<file path="src/rtl/layer4_buf_ctrl.sv">
// Access controller / arbiter for the dual-port layer-4 buffer: wr+rd1 share port A, rd0 owns port B.
// Optional rd0 stall statistics are enabled by defining LAYER4_BUF_CTRL_STATS_EN.
module layer4_buf_ctrl #(
  parameter int DEPTH        = 144,
  parameter int AW           = 8,
  parameter int DW           = 128,
  parameter int STARVE_LIMIT = 4
) (
  input  logic          CK,
  input  logic          rst,
  input  logic          start,
  input  logic          wr_req,
  input  logic [AW-1:0] wr_addr,
  input  logic [DW-1:0] wr_data,
  output logic          wr_gnt,
  input  logic          rd0_req,
  input  logic [AW-1:0] rd0_addr,
  output logic          rd0_gnt,
  output logic          rd0_valid,
  output logic [DW-1:0] rd0_data,
  input  logic          rd1_req,
  input  logic [AW-1:0] rd1_addr,
  output logic          rd1_gnt,
  output logic          rd1_valid,
  output logic [DW-1:0] rd1_data,
  output logic          full,
  output logic          err,
  output logic [15:0]   stall_cnt,
  output logic          sram_oea,
  output logic          sram_oeb,
  output logic          sram_wean,
  output logic          sram_webn,
  output logic [AW-1:0] sram_a,
  output logic [AW-1:0] sram_b,
  output logic [DW-1:0] sram_dia,
  output logic [DW-1:0] sram_dib,
  input  logic [DW-1:0] sram_doa,
  input  logic [DW-1:0] sram_dob
);

  localparam int CW = $clog2(DEPTH + 1);
  localparam int SW = $clog2(STARVE_LIMIT + 1);

  typedef enum logic [1:0] {IDLE, FILL, FULL} state_t;

  state_t           state;
  logic [DEPTH-1:0] bitmap;
  logic [CW-1:0]    fill_cnt;
  logic [SW-1:0]    starve;
  logic             rd0_hit;
  logic [1:0]       rd1_src;

  logic active, force_rd1;
  logic wr_inr, rd0_inr, rd1_inr;
  logic a_wr, a_rd, b_rd, shared, oor;
  logic [AW-1:0] a_addr;

  assign active    = (state != IDLE) && !start && !rst;
  assign force_rd1 = (starve >= SW'(STARVE_LIMIT));
  assign wr_inr    = wr_addr  < AW'(DEPTH);
  assign rd0_inr   = rd0_addr < AW'(DEPTH);
  assign rd1_inr   = rd1_addr < AW'(DEPTH);

  // rd0 waits for written data and never races a write to the same word.
  always_comb begin
    wr_gnt  = active && wr_req && !(rd1_req && force_rd1);
    rd1_gnt = active && rd1_req && (!wr_req || force_rd1);
    rd0_gnt = active && rd0_req &&
              (!rd0_inr || (bitmap[rd0_addr] && !(wr_gnt && wr_addr == rd0_addr)));
    a_wr    = wr_gnt && wr_inr;
    b_rd    = rd0_gnt && rd0_inr;
    shared  = rd1_gnt && rd1_inr && b_rd && (rd1_addr == rd0_addr);
    a_rd    = rd1_gnt && rd1_inr && !shared;
    a_addr  = a_wr ? wr_addr : rd1_addr;
    oor     = (wr_gnt && !wr_inr) || (rd0_gnt && !rd0_inr) || (rd1_gnt && !rd1_inr);
  end

  // An idle port parks on the neighbour of the busy port's address so A and B never match.
  always_comb begin
    sram_wean = !a_wr;
    sram_webn = 1'b1;
    sram_oea  = a_rd;
    sram_oeb  = b_rd;
    sram_dia  = a_wr ? wr_data : '0;
    sram_dib  = '0;
    if (a_wr || a_rd) begin
      sram_a = a_addr;
      sram_b = b_rd ? rd0_addr : {a_addr[AW-1:1], ~a_addr[0]};
    end else if (b_rd) begin
      sram_a = {rd0_addr[AW-1:1], ~rd0_addr[0]};
      sram_b = rd0_addr;
    end else begin
      sram_a = '0;
      sram_b = AW'(1);
    end
  end

  always_ff @(posedge CK) begin
    if (rst) begin
      state     <= IDLE;
      bitmap    <= '0;
      fill_cnt  <= '0;
      full      <= 1'b0;
      err       <= 1'b0;
      starve    <= '0;
      rd0_valid <= 1'b0;
      rd0_hit   <= 1'b0;
      rd1_valid <= 1'b0;
      rd1_src   <= 2'b00;
    end else begin
      rd0_valid <= rd0_gnt;
      rd0_hit   <= b_rd;
      rd1_valid <= rd1_gnt;
      rd1_src   <= {shared, a_rd};
      if (start) begin
        state    <= FILL;
        bitmap   <= '0;
        fill_cnt <= '0;
        full     <= 1'b0;
        err      <= 1'b0;
        starve   <= '0;
      end else begin
        // Only first writes to a word advance the fill count.
        if (a_wr && !bitmap[wr_addr]) begin
          bitmap[wr_addr] <= 1'b1;
          fill_cnt        <= fill_cnt + 1'b1;
          if (state == FILL && fill_cnt == CW'(DEPTH - 1)) begin
            state <= FULL;
            full  <= 1'b1;
          end
        end
        if (oor) err <= 1'b1;
        if (rd1_gnt)
          starve <= '0;
        else if (active && rd1_req && !force_rd1)
          starve <= starve + 1'b1;
      end
    end
  end

  assign rd0_data = rd0_hit ? sram_dob : '0;
  assign rd1_data = rd1_src[0] ? sram_doa : (rd1_src[1] ? sram_dob : '0);

`ifdef LAYER4_BUF_CTRL_STATS_EN
  logic [15:0] stall_q;
  always_ff @(posedge CK) begin
    if (rst || start)
      stall_q <= '0;
    else if ((state == FILL || state == FULL) && rd0_req && !rd0_gnt && stall_q != 16'hFFFF)
      stall_q <= stall_q + 16'd1;
  end
  assign stall_cnt = stall_q;
`else
  assign stall_cnt = '0;
`endif

endmodule

</file>
<file path="config.mk">
export PLATFORM = sky130hd
export DESIGN_NAME = layer4_buf_ctrl
export DESIGN_NICKNAME = d
export VERILOG_FILES = /design/src/rtl/layer4_buf_ctrl.sv
export SDC_FILE = /design/constraint.sdc
export NUM_CORES = 1
export LEC_CHECK = 0
export CORE_AREA = 2 2 377 379
export CTS_CLUSTER_DIAMETER = 100
export DETAILED_ROUTE_END_ITERATION = 6
export DIE_AREA = 0 0 379 381
export SLEW_MARGIN = 40
export SYNTH_ARGS = -nofsm -noshare
export SYNTH_HDL_FRONTEND = slang
export SYNTH_SLANG_ARGS = --single-unit
</file>
<file path="constraint.sdc">
create_clock -name CK -period 11.6 [get_ports CK]
set_input_delay 2.32 -clock CK [delete_from_list [all_inputs] [get_ports CK]]
set_output_delay 2.32 -clock CK [all_outputs]
set_load 0.03 [all_outputs]
</file>
==> reports/metrics.yaml <==
place:
  io_buffers: 823
  place_area_um2: 22300
  gp_congestion: 0.923
  place_ws_ns: 2.65
  detailed_place_hpwl_um: 114000
  placed_cells: 4083
global_routing:
  first_global_vias: 14100
  grt_use_total_pct: 17.0
  grt_max_degree: 138
  antenna_found_initial: 179
  gr-total-overflow: 0
  grt_pass1_wl_um: 158000
timing:
  drv_slew: 0
  setup_slack_ns: 2.55
  hold_slack_ns: 0.485
  maxSlewHeadroom_pct: 42.7
  period_needed_ns: 9.05
  worstMarginPinSlew_ns: 0.860
  timing.fmax_mhz: 110
  fin_crit_sh_pct: 78.0
  finalSetupViolCount: 0
  hold_viol_final: 0
  setup_tns_ns: 0
  finalClockSkew_ns: 0.0120
  rsz0062_at_grt: "no"
floorplan:
  die_area_um2: 144000
  coreArea_um2: 141000
  fp-row-count: 138
  die_w_um: 379
  start_util_pct: 8.88
  io_pins: 969
  die_h_um: 381
finish:
  post-route-util_pct: 16.4
  post_layout_nonfiller_instances: 4161
  mostFrequentLayoutCells: "820 x clkdlybuf4s50_1, 265 x and2_1, 161 x dfxtp_1, 152 x nor2_1, 146 x a21oi_1"
  regArea_um2: 3270
  multi_input_area_um2: 8190
  drive_above_1_share_pct: 6.60
  final_nets: 2631
  nFillCells: 16000
  layout_commonest_cell: "clkdlybuf4s50_1"
  areaGrowthSynthToFinish_pct: 84.6
  final_area_um2: 23000
power:
  p_per_area_nw_per_um2: 66.6
  irDropWorstVdd_uv: 82.5
  p_total_mw: 1.53
  leakagePower_nw: 7.94
cts:
  clockBufferDepth: 2
  ctsHoldBuffers: 0
  cts_tree: "done"
  root_buffer: "clkbuf_16"
  cts_setup_buffers: 0
  clk-insertion-delay-late_ns: 0.44
  cts_buffers: 17
  cts_resized: 0
  clkTransAtPathRegs_ns: 0.07
  h-tree-depth: 4
  cts_sinks: 163
detailed_routing:
  wl_per_cell_um: 31.0
  dr.pass1.iters: 6
  route.vias.total: 15400
  totalWireLength_um: 129000
  antenna_violating_nets_post_route: 0
  dr.first_iter.drc_count: 1377
  viasPerCell: 3.70
  drc: 0
logic_synthesis:
  synthArstFlopShare_pct: 0
  synthCells: 1480
  synth.avg_cell_area_um2: 8.43
  synth-seq-cells: 163
  yosys_warnings: 0
  syn_area_um2: 12500
  seq_area_frac_synth_pct: 26.2
  ys_types: 57
  synth_ff_type: "dfxtp_1"
  synth_edf_count: 0
worst_setup_path:
  arrival_ns: 6.73
  start_kind: "primary input"
  critPathKind: "primary input to output port"
  crit_path_end_kind: "output port"
  critPathRequiredTime_ns: 9.28
  critPathMaxFanout: 18
min_path:
  holdCritPathClass: "flip-flop to flip-flop"
job:
  drv_cap: 0
run_status:
  status: "finished, final reports clean"
[synthesized netlist by cell type, types with 2 or more instances]
| library cell | instances | area (um^2) |
|---|---|---|
| dfxtp_1 | 163 | 3260 |
| conb_1 | 2 | 7.51 |
| and2_1 | 265 | 1660 |
| o22ai_1 | 9 | 56.3 |
| o31ai_1 | 12 | 90.1 |
| nor3b_1 | 2 | 15.0 |
| nand4b_1 | 2 | 17.5 |
| a31o_2 | 2 | 17.5 |
| or2_2 | 2 | 12.5 |
| buf_1 | 9 | 33.8 |
| buf_4 | 150 | 1130 |
| o21ai_0 | 21 | 105 |
| nor2b_1 | 6 | 37.5 |
| xnor2_1 | 9 | 78.8 |
| buf_12 | 2 | 40.0 |
| a21oi_1 | 147 | 736 |
| a22o_1 | 128 | 1120 |
| nand3_1 | 6 | 30.0 |
| buf_2 | 10 | 50.1 |
| ha_1 | 3 | 37.5 |
| and3_1 | 3 | 18.8 |
| a211oi_1 | 2 | 15.0 |
| a221o_1 | 6 | 60.1 |
| o21a_1 | 2 | 15.0 |
| o211ai_1 | 3 | 22.5 |
| mux4_2 | 50 | 1130 |
| nand4_1 | 6 | 37.5 |
| nor3_1 | 18 | 90.1 |
| mux4_1 | 21 | 552 |
| nand2b_1 | 11 | 68.8 |
| mux2_2 | 6 | 67.6 |
| or3_1 | 7 | 43.8 |
| nor2_1 | 166 | 623 |
| clkbuf_1 | 101 | 379 |
| nand2_1 | 45 | 169 |
| inv_1 | 18 | 67.6 |
| nor4_1 | 6 | 37.5 |
| xor2_1 | 10 | 87.6 |
| mux2i_1 | 31 | 310 |
[area by class of cell]
class | count | share of cell area [%]
clock buffer | 19 | 1.92
timing repair buffer | 845 | 36.6
antenna | 44 | 0.478
tap | 1890 | 10.3
inverter | 18 | 0.293
clock inverter | 13 | 0.641
multi-input combinational | 1169 | 35.6
sequential | 163 | 14.2
[worst paths after layout]
check,from,end,slack (ns),cells after the start
max reg2reg,bitmap[57],fill_cnt[4],8.56,8
min,starve[1],starve[1],0.48,2
max,rd0_addr[2],sram_a[5],2.55,11
min reg2reg,starve[1],starve[1],0.48,2
[per-layer routing]
metal	routed length (um)	up-vias	global-route usage [%]	share of wire (%)
li1	-	6451	-	-
met1	49100	7326	19.9	38
met2	53600	1171	24.9	41
met3	21200	317	11.2	16
met4	4560	118	5.42	3.5
met5	737	-	0	0.57
[registers in the layout, indices dropped and copies added, names as in the netlist, 2 cells and up]
name / cells
starve: 3
state: 2
bitmap: 144
rd1_src: 2
fill_cnt: 8
[critical path, stage by stage]
cell,delay (ns)
clkdlybuf4s50_1,0.80
buf_4,0.34
nand2b_1,0.26
o22ai_1,0.12
or3_1,0.40
a31o_2,0.22
a32oi_1,0.38
o21a_1,0.54
and3_1,0.40
a221o_1,0.24
clkdlybuf4s50_1,0.69
[power breakdown]
part,internal [mW],switching (mW)
combinational,0.166,0.227
sequential,0.559,0.00130
clock,0.327,0.253
total,1.05,0.481
[cell families (layout without fill, tap and decap cells)]
logic type	after synthesis	in the layout	synth area share, %
other	2	189	0.0602
AND/OR/NAND/NOR	550	550	23.2
flip-flops	163	163	26.2
AO/OA/AOI/OAI	344	344	18.8
XOR/XNOR	19	19	1.33
adder cells (fa/ha/maj)	3	3	0.301
multiplexers	108	108	16.5
buffers and inverters	291	895	13.7
Power figures use the tool's default switching activity.
